### src/rtl/dma_pkg.sv
// Shared types and constants for the word-granular DMA copy engine.
package dma_pkg;

    localparam int unsigned WORD_BYTES = 4;
    localparam int unsigned ADDR_W     = 32;
    localparam int unsigned DATA_W     = 32;

    typedef enum logic [2:0] {
        IDLE  = 3'd0,
        READ  = 3'd1,
        WRITE = 3'd2,
        DONE  = 3'd3,
        ERR   = 3'd4
    } dma_state_e;

    // Byte address of word idx past base, wrapping modulo 2^32.
    function automatic logic [ADDR_W-1:0] word_addr(input logic [ADDR_W-1:0] base,
                                                    input logic [ADDR_W-1:0] idx);
        return base + ADDR_W'(idx * ADDR_W'(WORD_BYTES));
    endfunction

endpackage

### src/rtl/dma_copy_engine.sv
// Memory-to-memory word copy: one READ cycle then one WRITE cycle per word.
// All outputs are registered from the next-state decode so they track the state.
module dma_copy_engine
    import dma_pkg::*;
#(
    parameter int unsigned LEN_WIDTH = 11
) (
    input  logic                 clk,
    input  logic                 rst_n,
    input  logic                 start,
    input  logic [ADDR_W-1:0]    src_addr,
    input  logic [ADDR_W-1:0]    dst_addr,
    input  logic [LEN_WIDTH-1:0] len_words,
    output logic                 busy,
    output logic                 done,
    output logic                 error,
    output logic                 MemWrite,
    output logic [ADDR_W-1:0]    Address,
    output logic [DATA_W-1:0]    WriteData,
    input  logic [DATA_W-1:0]    ReadData
);

    dma_state_e             state_q, state_d;
    logic [ADDR_W-1:0]      src_q, src_d;
    logic [ADDR_W-1:0]      dst_q, dst_d;
    logic [LEN_WIDTH-1:0]   len_q, len_d;
    logic [LEN_WIDTH-1:0]   idx_q, idx_d;
    logic [LEN_WIDTH-1:0]   idx_inc;
    logic [DATA_W-1:0]      hold_q, hold_d;
    logic                   busy_d, done_d, error_d, we_d;
    logic [ADDR_W-1:0]      addr_d;
    logic [DATA_W-1:0]      wdata_d;
    logic                   misaligned;

    assign misaligned = (src_addr[1:0] != 2'b00) || (dst_addr[1:0] != 2'b00);
    assign idx_inc    = idx_q + LEN_WIDTH'(1);

    // State and datapath registers.
    always_ff @(posedge clk or negedge rst_n) begin
        if (!rst_n) begin
            state_q   <= IDLE;
            src_q     <= '0;
            dst_q     <= '0;
            len_q     <= '0;
            idx_q     <= '0;
            hold_q    <= '0;
            busy      <= 1'b0;
            done      <= 1'b0;
            error     <= 1'b0;
            MemWrite  <= 1'b0;
            Address   <= '0;
            WriteData <= '0;
        end else begin
            state_q   <= state_d;
            src_q     <= src_d;
            dst_q     <= dst_d;
            len_q     <= len_d;
            idx_q     <= idx_d;
            hold_q    <= hold_d;
            busy      <= busy_d;
            done      <= done_d;
            error     <= error_d;
            MemWrite  <= we_d;
            Address   <= addr_d;
            WriteData <= wdata_d;
        end
    end

    // Next-state logic, then output decode of the state being entered.
    always_comb begin
        state_d = state_q;
        src_d   = src_q;
        dst_d   = dst_q;
        len_d   = len_q;
        idx_d   = idx_q;
        hold_d  = hold_q;
        busy_d  = 1'b0;
        done_d  = 1'b0;
        error_d = 1'b0;
        we_d    = 1'b0;
        addr_d  = '0;
        wdata_d = '0;

        unique case (state_q)
            IDLE: begin
                if (start) begin
                    if (misaligned) begin
                        state_d = ERR;
                    end else if (len_words == '0) begin
                        state_d = DONE;
                    end else begin
                        src_d   = src_addr;
                        dst_d   = dst_addr;
                        len_d   = len_words;
                        idx_d   = '0;
                        state_d = READ;
                    end
                end
            end
            READ: begin
                hold_d  = ReadData;
                state_d = WRITE;
            end
            WRITE: begin
                idx_d   = idx_inc;
                state_d = (idx_inc == len_q) ? DONE : READ;
            end
            DONE:    state_d = IDLE;
            ERR:     state_d = IDLE;
            default: state_d = IDLE;
        endcase

        busy_d = (state_d != IDLE);
        unique case (state_d)
            READ:  addr_d = word_addr(src_d, ADDR_W'(idx_d));
            WRITE: begin
                addr_d  = word_addr(dst_d, ADDR_W'(idx_d));
                wdata_d = hold_d;
                we_d    = 1'b1;
            end
            DONE:    done_d  = 1'b1;
            ERR:     error_d = 1'b1;
            default: ;
        endcase
    end

endmodule

### config.mk
export PLATFORM = sky130hd
export DESIGN_NAME = dma_copy_engine
export DESIGN_NICKNAME = d
export VERILOG_FILES = /design/src/rtl/dma_pkg.sv /design/src/rtl/dma_copy_engine.sv
export SDC_FILE = /design/constraint.sdc
export NUM_CORES = 1
export LEC_CHECK = 0
export ABC_CLOCK_PERIOD_IN_PS = 5720
export BUFFER_PORTS_ARGS = -buffer_cell sky130_fd_sc_hd__buf_2
export CORE_AREA = 5 5 96 165
export CTS_BUF_LIST = sky130_fd_sc_hd__clkbuf_4
export DETAILED_ROUTE_END_ITERATION = 7
export DIE_AREA = 0 0 101 170
export PLACE_DENSITY = 0.81
export SYNTH_ARGS = -nofsm -noshare
export SYNTH_HDL_FRONTEND = slang
export SYNTH_SLANG_ARGS = --single-unit
### constraint.sdc
create_clock -name clk -period 5.72 [get_ports clk]
set_input_delay 0.286 -clock clk [delete_from_list [all_inputs] [get_ports clk]]
set_output_delay 0.286 -clock clk [all_outputs]
set_load 0.05 [all_outputs]
* Word level (Yosys, flattened, before mapping) *
Index checks and enable logic that the tools add are counted.

word-level totals
  register bits = 189
  input port bits = 110
  output and inout bits = 68
  word-level logic and storage cells = 54

operators by class
  add/subtract/negate cells = 3
  equality and inequality tests = 7
  multiplexer cells = 23
  bitwise gates (word level) = 2
  reductions and logical operators = 7

operators by type and width
  cell                     number
  $mux W32                 10
  $add A32 B13 Y32         2
  $pmux W32 S2             1
  $mux W11                 3
  $pmux W11 S2             1
  $add A11 B1 Y11 const B  1
  $eq A11 B11 Y1           1
  $logic_not A11 Y1        1
  $eq A3 B2 Y1 const B     3
  $pmux W3 S3              1
  $eq A3 B1 Y1 const B     2
  $mux W3                  2
  $mux W2                  2
  $reduce_and A4 Y1        1
  $reduce_bool A2 Y1       2
  $eq A3 B3 Y1 const B     1
  $logic_not A3 Y1         1
  $mux W1                  3
  $reduce_bool A3 Y1       1
  $not A1 Y1               2
  $logic_or A1 B1 Y1       1

* Longest topological paths before layout *
Gate-level depths: netlist of the first run.

  word-level depth = 7
  depth in mapped cells = 19
  mapped depth without buffers = 16

* Worst setup path before layout of the first run *
Ideal clock, no wire load.

  path kind = input port to flip-flop
  start point = input port src_addr[0]
  end point = register Address[22]
  arrival time = 4557 ps
  data required time = 5643 ps
  slack = 1086 ps
  stages on the path = 19
  path buffers = 3
  cells stage by stage = or4_1 nor2_2 and4b_1 buf_2 buf_2 buf_1 nand2_1 nand2_1 mux2_2 ha_1 inv_1 fa_1 nor2b_1 o31a_1 o211ai_1 a31oi_1 o21ai_1 or4_1 a21oi_1

between the ends
  cells in the longest elaborated chain, start to end = 7
  elaborated cells between the ends (all ways) = 20
  classes of those cells = add/sub (2); eq/ne (2); mux (14); reduce/logical (2)

ends and longest elaborated chain
  what                  line                    text
  from (decl)           dma_copy_engine.sv:11   input logic [ADDR_W-1:0] src_addr,
  $reduce_bool A2 Y1    dma_copy_engine.sv:35   assign misaligned = (src_addr[1:0] != 2'b00) || (dst_addr[1:0] != 2'b00);
  $logic_or A1 B1 Y1    dma_copy_engine.sv:35
  $mux W32              dma_copy_engine.sv:87   if (misaligned) begin
  $mux W32              dma_copy_engine.sv:86   if (start) begin
  $mux W32              dma_copy_engine.sv:84   unique case (state_q)
  net dst_d[2]          dma_copy_engine.sv:25   logic [ADDR_W-1:0] dst_q, dst_d;
  $add A32 B13 Y32      dma_pkg.sv:19           return base + ADDR_W'(idx * ADDR_W'(WORD_BYTES));
  $pmux W32 S2          dma_copy_engine.sv:114  unique case (state_d)
  net addr_d[22]        dma_copy_engine.sv:31   logic [ADDR_W-1:0] addr_d;
  to (signal assigned)  dma_copy_engine.sv:64   Address <= addr_d;
  to (decl)             dma_copy_engine.sv:18   output logic [ADDR_W-1:0] Address,

The timed path passes the listed nets, and every way through them passes these cells.
A chain may end at the register's enable or synchronous reset.

* Final worst setup path of the first run *
  start point = input port len_words[4]
  end point = register Address[31]

between the ends
  cells in the longest elaborated chain, start to end = 7
  elaborated cells between the ends (all ways) = 22
  classes of those cells = add/sub (2); eq/ne (2); mux (17); reduce/logical (1)

ends and longest elaborated chain
  what               line                    text
  from (decl)        dma_copy_engine.sv:13   input logic [LEN_WIDTH-1:0] len_words,
  $logic_not A11 Y1  dma_copy_engine.sv:89   end else if (len_words == '0) begin
  $mux W32           dma_copy_engine.sv:89
  $mux W32           dma_copy_engine.sv:87
  $mux W32           dma_copy_engine.sv:86
  $mux W32           dma_copy_engine.sv:84
  net src_d[4]       dma_copy_engine.sv:24   logic [ADDR_W-1:0] src_q, src_d;
  $add A32 B13 Y32   dma_pkg.sv:19
  $pmux W32 S2       dma_copy_engine.sv:114
  net addr_d[31]     dma_copy_engine.sv:31

The timed path passes the listed nets, and every way through them passes these cells.

==> results of run 1 <==
[how the worst min path moves through the flow]
stage	endpoint	cells past startpoint	slack [ns]
after floorplan	Address[0]	0	-0.01
after global placement	WriteData[2]	1	0.41
after detailed placement	WriteData[2]	1	0.42
after CTS	error	3	0.007
after global routing	error	3	0.05
final	error	3	0.03
[power groups by stage]
stage / Combinational, W / Sequential, W / Clock, W
global route: 0.00100 / 0.00145 / 0.000728
global placement: 0.000808 / 0.00144 / 0
CTS: 0.000889 / 0.00143 / 0.000692
floorplan: 0.000560 / 0.00145 / 0
finish: 0.000898 / 0.00143 / 0.000683
detailed placement: 0.000830 / 0.00145 / 0
[worst reg2reg max path: cells and delay by family, from the launching register on]
family / cells / cell delay [ns]
simple gates: 6 / 2.16
compound gates: 5 / 1.73
fa+ha+maj: 1 / 0.30
flops: 1 / 0.50
[placed cells by master, fill, tap and decap left out, types with 4 or more instances in the layout]
master	n
a211oi_1	5
a21oi_1	15
a31oi_1	10
and2_1	39
and3_1	13
buf_2	176
buf_4	9
clkbuf_4	17
dfrtp_1	157
dlygate4sd3_1	104
ha_1	12
inv_1	9
inv_6	6
mux2_2	12
mux2i_1	25
nand2_1	290
nand3_1	43
nand4_1	19
nor2_1	45
nor2b_1	5
nor3_1	14
nor4_1	9
o211ai_1	4
o21ai_0	17
o31ai_1	6
or2_2	4
or3_1	8
or4_1	4
xnor2_1	25
xor2_1	15
[metrics by stage]
stage,util (%),area [µm²],std cells,total power [W],hold WS [ns]
CTS,71.14,10170,1341,0.003007,0.007386
detailed placement,61.89,8847,1205,0.002278,0.4157
floorplan,-,7871,886,0.002010,-0.009591
finish,71.16,10170,1342,0.003012,0.03039
global placement,61.89,8847,1205,0.002248,0.4052
global route,71.16,10170,1342,0.003183,0.04797
[cells by family (layout without fill, tap and decap cells)]
family | after synthesis | count (layout)
fa+ha+maj | 13 | 13
other cells | 0 | 1
simple gates | 501 | 501
mux | 37 | 37
xor+xnor | 40 | 40
compound gates | 81 | 81
buf+inv | 57 | 332
flops | 157 | 157
[per-layer routing]
metal	global-route usage, %	share of wire (%)	up-vias
li1	-	-	3496
met5	0	0	-
met2	51.22	55	304
met4	17.07	6.0	0
met1	29.44	34	3527
met3	4.840	5.2	103
[flip-flops by register name, indices dropped and copies added, names as in the netlist, 3 cells and up]
| name | flops |
|---|---|
| len_q | 11 |
| Address | 32 |
| state_q | 3 |
| dst_q | 32 |
| idx_q | 11 |
| WriteData | 32 |
| src_q | 32 |
[layout make-up]
| type | instances | share of cell area [%] |
|---|---|---|
| flip-flops and latches | 157 | 38.62 |
| multi-input cells | 672 | 36.33 |
| repair buffers | 290 | 19.67 |
| well taps | 180 | 2.214 |
| clock inverters | 15 | 1.525 |
| clock buffers | 17 | 1.254 |
| inverters | 10 | 0.3690 |
| diodes | 1 | 0.02460 |
==> flow_summary.json, run 1 <==
{
  "postCtsHoldBufs": 104,
  "io_pins": 178,
  "synth-adder-area-share_pct": 2.162,
  "globalplace.congestion": 0.9134,
  "clk_pin_slew_ns": 0.13,
  "post_cts_buffers": 0,
  "initial_core_util_pct": 55.06,
  "drive_gt1_share_pct": 20.93,
  "synth_area_leader_cell": "dfrtp_1",
  "ir_drop_mv": 0.1670,
  "max_freq_mhz": 195.2,
  "die-width_um": 101,
  "outcome": "complete, no violations",
  "syn_area_mm2": 0.007871,
  "synth-edff-count": 0,
  "p_leak_nw": 5.302,
  "tns_ns": 0,
  "rsz0062_at_grt": "false",
  "startpoint": "len_words[4]",
  "p_comb_share_pct": 29.8,
  "end_kind": "flop",
  "synthFlopType": "dfrtp_1",
  "dp_slack_ns": 0.7078,
  "critPathArrivalTime_ns": 5.61,
  "synth_area_leaders": "dfrtp_1, nand2_1, mux2i_1",
  "die_y_um": 170,
  "gr-usage-all-layers_pct": 28.12,
  "p_switching_w": 0.001124,
  "synth.distinct_cells": 56,
  "cts_sinks": 157,
  "cts_resized": 0,
  "yosysSeqAreaShare_pct": 49.91,
  "tightest_slew_ns": 1.198,
  "nets": 1271,
  "die-area_mm2": 0.01717,
  "reg2regPathDepth": 12,
  "r2r_slack_ns": 0.95,
  "clk_latency_ns": 0.58,
  "overflow": 0,
  "cts-root-buf": "clkbuf_4",
  "cts_tree": "yes",
  "drv_cap": 0,
  "avgRoutedWirePerCell_um": 17.50,
  "synth_nets": 1009,
  "r2r_end": "Address[31]",
  "syn_to_final_growth_pct": 29.25,
  "cp-start-kind": "input pin",
  "hold_violations": 0,
  "crit_fanout": 33,
  "fin_crit_sh_pct": 89.55,
  "relSlewSlack_pct": 19.46,
  "ant_nets": 0,
  "synth.avg_cell_area_um2": 8.884,
  "worstPathRequired_ns": 6.21,
  "numCtsBuffers": 17,
  "cp.depth": 16,
  "grt_max_degree": 90,
  "register_area_mm2": 0.003929,
  "synth_common_cells": "nand2_1, dfrtp_1, nor2_1",
  "cpPeakStageDelay_ns": 1.02,
  "wirelength_mm": 23.49,
  "pwr-share-seq_pct": 47.5,
  "via_count": 7430,
  "antenna_found_initial": 1,
  "synth_most_common_cell": "nand2_1",
  "r2r-start": "idx_q[2]",
  "endpoint": "Address[31]",
  "power.internal_w": 0.001888,
  "powerDensity_mw_per_mm2": 296.1,
  "avgViaCountPerCell": 5.537,
  "async_flop_share_pct": 100.0,
  "postSynthCellCount": 886,
  "num_rows": 58,
  "drc": 0,
  "crit_family": "simple AND/OR/NAND/NOR gates",
  "grt_pass1_vias": 7694,
  "ys_ff_latch": 157,
  "pwr-share-clk_pct": 22.7,
  "skew_ns": 0.02921,
  "fin_crit_ns": 5.122,
  "fillCellCount": 1085,
  "synth_xor_area_share_pct": 4.451,
  "fin_ws_ns": 0.5975,
  "yosys_warnings": 0,
  "dp.final_hpwl_mm": 15.53,
  "slew_violations": 0,
  "critPathBufInv": 2,
  "critical_path.cell_chain": "dlygate4sd3_1 > buf_2 > nor4_1 > nand3_1 > and4b_2 > nand2_1 > nand2_1 > mux2_2 > ha_1 > o21ai_0 > o21ai_0 > a2111oi_0 > o31ai_1 > nand2_1 > or4_4 > a21oi_2",
  "critPathSlowestCell": "o31ai_1",
  "placeableCoreArea_mm2": 0.01430,
  "drt_iter0_markers": 391,
  "htreeDepth": 4,
  "synth_mux_area_share_pct": 4.896,
  "grt_pass1_wl_mm": 37.72,
  "cp_common_cell": "nand2_1",
  "drtPass1Iterations": 5,
  "multi_input_area_mm2": 0.003696,
  "synth_top_area_share_pct": 49.91,
  "finalSetupViolCount": 0,
  "hp-class": "in -> reg",
  "cts_max_path_buffers": 2,
  "synth_top_family_by_area": "simple AND/OR/NAND/NOR gates",
  "synth_compound_area_share_pct": 6.899,
  "hp-start": "start",
  "p_sw_share_pct": 37.31,
  "path_class": "in -> reg",
  "yosys.area_share.simple_pct": 28.53,
  "io_buffers": 177
}
Power figures use the tool's default switching activity.
==> run 2, diff against run 1 <==
--- a/config.mk
+++ b/config.mk
@@ -5,13 +5,14 @@
 export SDC_FILE = /design/constraint.sdc
 export NUM_CORES = 1
 export LEC_CHECK = 0
+export ABC_AREA = 1
 export ABC_CLOCK_PERIOD_IN_PS = 5720
 export BUFFER_PORTS_ARGS = -buffer_cell sky130_fd_sc_hd__buf_2
-export CORE_AREA = 5 5 96 165
+export CORE_AREA = 5 5 98 168
 export CTS_BUF_LIST = sky130_fd_sc_hd__clkbuf_4
 export DETAILED_ROUTE_END_ITERATION = 7
-export DIE_AREA = 0 0 101 170
-export PLACE_DENSITY = 0.81
+export DIE_AREA = 0 0 103 173
+export PLACE_DENSITY = 0.8
 export SYNTH_ARGS = -nofsm -noshare
 export SYNTH_HDL_FRONTEND = slang
 export SYNTH_SLANG_ARGS = --single-unit
==> run 2 against run 1 <==
Compared with the run above: sequential power hardly changed; utilization is 2.5 points lower; non-clock buffer count is 23 lower; sequential share of layout area is 0.23 points lower; cell area is 0.59% higher; synthesized cell count is 10% higher; critical endpoint is now Address[30]; largest cell class unchanged; largest power group unchanged.
==> flow_summary.json, run 2 <==
{
  "outcome": "complete, no violations",
  "synthFlopType": "dfrtp_1",
  "numCtsBuffers": 17,
  "whs_ns": 0.03588,
  "initial_core_util_pct": 54.66,
  "via_count": 7142,
  "p_sw_share_pct": 42.03,
  "drtPass1Iterations": 5,
  "rsz0062_at_grt": "false",
  "syn_area_mm2": 0.008150,
  "power.internal_w": 0.002019,
  "yosysSeqAreaShare_pct": 48.20,
  "gr-usage-all-layers_pct": 25.62,
  "synth.distinct_cells": 43,
  "die-width_um": 103,
  "synth_most_common_cell": "inv_1",
  "drt_iter0_markers": 403,
  "cts_sinks": 157,
  "cp_common_cell": "nand2_1",
  "synth_top_area_share_pct": 48.20,
  "register_area_mm2": 0.003929,
  "p_switching_w": 0.001464,
  "tightest_slew_ns": 0.9993,
  "io_buffers": 177,
  "slew_violations": 0,
  "ant_nets": 0,
  "placeableCoreArea_mm2": 0.01491,
  "cp-start-kind": "flop",
  "avgViaCountPerCell": 4.998,
  "hold_violations": 0,
  "max_freq_mhz": 227.4,
  "powerDensity_mw_per_mm2": 340.4,
  "die-area_mm2": 0.01782,
  "grt_pass1_wl_mm": 35.35,
  "synth_area_leader_cell": "dfrtp_1",
  "htreeDepth": 4,
  "ys_ff_latch": 157,
  "num_rows": 59,
  "synth.avg_cell_area_um2": 8.325,
  "fin_area_mm2": 0.01023,
  "drv_cap": 0,
  "wirelength_mm": 22.12,
  "path_class": "reg -> reg",
  "fillCellCount": 1233,
  "mostFrequentLayoutCell": "inv_1",
  "fin_crit_sh_pct": 76.88,
  "hp-start": "src_addr[19]",
  "drc": 0,
  "antenna_found_initial": 1,
  "overflow": 0,
  "cts_max_path_buffers": 2,
  "layout_common_cells": "inv_1, buf_2, nand2_1",
  "cpPeakStageDelay_ns": 0.63,
  "critical_path.cell_chain": "nor2_2 > nand2_2 > nor2_4 > nand2_4 > inv_2 > or2_1 > o21ai_0 > o21ai_1 > inv_1 > fa_1 > inv_1 > nand3_1 > nand3_1 > nand2_1 > nand2_1 > nand2_4 > inv_1 > nand3_2 > nor2_2 > nand2_1 > nand2_1 > nor2_1",
  "pwr-share-clk_pct": 19.4,
  "synth_common_cells": "inv_1, nand2_1, dfrtp_1",
  "yosys_warnings": 0,
  "hp-class": "in -> reg",
  "drive_gt1_share_pct": 23.69,
  "tns_ns": 0,
  "p_leak_nw": 6.068,
  "multi_input_area_mm2": 0.003182,
  "critPathArrivalTime_ns": 4.87,
  "fin_crit_ns": 4.397,
  "avgRoutedWirePerCell_um": 15.48,
  "grt_max_degree": 99,
  "post-route-util_pct": 68.63,
  "r2r-start": "state_q[0]",
  "cts-root-buf": "clkbuf_4",
  "worstPathRequired_ns": 6.19,
  "cts_tree": "yes",
  "crit_fanout": 34,
  "postCtsHoldBufs": 87,
  "clk_pin_slew_ns": 0.14,
  "placed_cell_area_mm2": 0.009082,
  "die_y_um": 173,
  "async_flop_share_pct": 100.0,
  "pwr-share-seq_pct": 40.8,
  "synth_nets": 1102,
  "critPathSlowestCell": "dfrtp_1",
  "end_kind": "flop",
  "finalSetupViolCount": 0,
  "post_cts_buffers": 0,
  "io_pins": 178,
  "relSlewSlack_pct": 33.16,
  "clk_latency_ns": 0.57,
  "globalplace.congestion": 0.9656,
  "cts_resized": 0,
  "ir_drop_mv": 0.2114,
  "synth_area_leaders": "dfrtp_1, inv_1, nand2_1",
  "p_comb_share_pct": 39.8,
  "nets": 1356,
  "syn_to_final_growth_pct": 25.56,
  "grt_pass1_vias": 7297,
  "postSynthCellCount": 979,
  "skew_ns": 0.02667,
  "startpoint": "state_q[0]",
  "dp.final_hpwl_mm": 15.69,
  "synth-edff-count": 0
}
## run 2: changes by cell type in the layout (fill, tap and decap cells not counted), sizes merged, moves of 18 or more
cell / previous run / this run
nand2: 290 / 208
nor2: 46 / 118
xnor2: 25 / 7
inv: 17 / 228
and2: 39 / 0
o21ai: 18 / 51
## run 2: final cells by class
type	instances	share of cell area, %
Tap cell	183	2.237
Sequential cell	157	38.39
Multi-Input combinational cell	570	31.09
Clock buffer	17	1.247
Timing Repair Buffer	267	17.45
Antenna cell	1	0.02445
Clock inverter	14	1.467
Inverter	220	8.094
## run 2: path summary, 6_finish.rpt
kind / end / slack [ns] / cells past startpoint
worst max-delay path: Address[30] / 1.32 / 22
worst max register to register: Address[30] / 1.32 / 22
max in group asynchronous: src_q[3] / 4.03 / 3
min in group asynchronous: len_q[6] / 0.34 / 2
worst min-delay path: src_q[19] / 0.04 / 4
worst min register to register: src_q[2] / 0.50 / 2
## run 2: worst max-delay path: cells and delay by family (launching register included)
kind | cells | cell delay [ns]
buf+inv | 4 | 0.66
compound gates | 2 | 0.31
simple gates | 15 | 2.25
fa+ha+maj | 1 | 0.44
flops | 1 | 0.63
## run 2: logic make-up (layout without fill, tap and decap cells)
kind of cell,Yosys count,count (layout),share of synthesized area (%)
and+or+nand+nor,430,430,26.25
DFF,157,157,48.20
adders and majority gates,13,13,2.088
buffers and inverters,252,518,12.76
AOI/OAI and AO/OA,79,79,5.128
other,0,1,0
xor gates and xnor gates,21,21,2.257
muxes,27,27,3.316
## run 2: per-layer routing
metal  track usage, %  part of all wire (%)  wire (µm)
met3            4.274                   3.8        849
met4            14.42                   5.8       1281
met2            47.83                    57      12510
met5                0                     0          0
met1            25.48                    34       7481
## run 2: power groups by stage
stage / Clock (W) / Sequential, W / Combinational (W)
6_report: 0.000675 / 0.00142 / 0.00139
5_1_grt: 0.000730 / 0.00144 / 0.00155
4_1_cts: 0.000689 / 0.00142 / 0.00138
3_5_place_dp: 0 / 0.00144 / 0.00133
3_3_place_gp: 0 / 0.00144 / 0.00130
2_1_floorplan: 0 / 0.00149 / 0.000924
## run 2: through the flow
step                      power [W]  worst slack, ns  cells
final                      0.003483            1.323   1429
after global routing       0.003720           0.9397   1429
after CTS                  0.003491            1.407   1428
after detailed placement   0.002769            1.442   1310
after global placement     0.002736            1.591   1310
after floorplan            0.002415            2.460    979
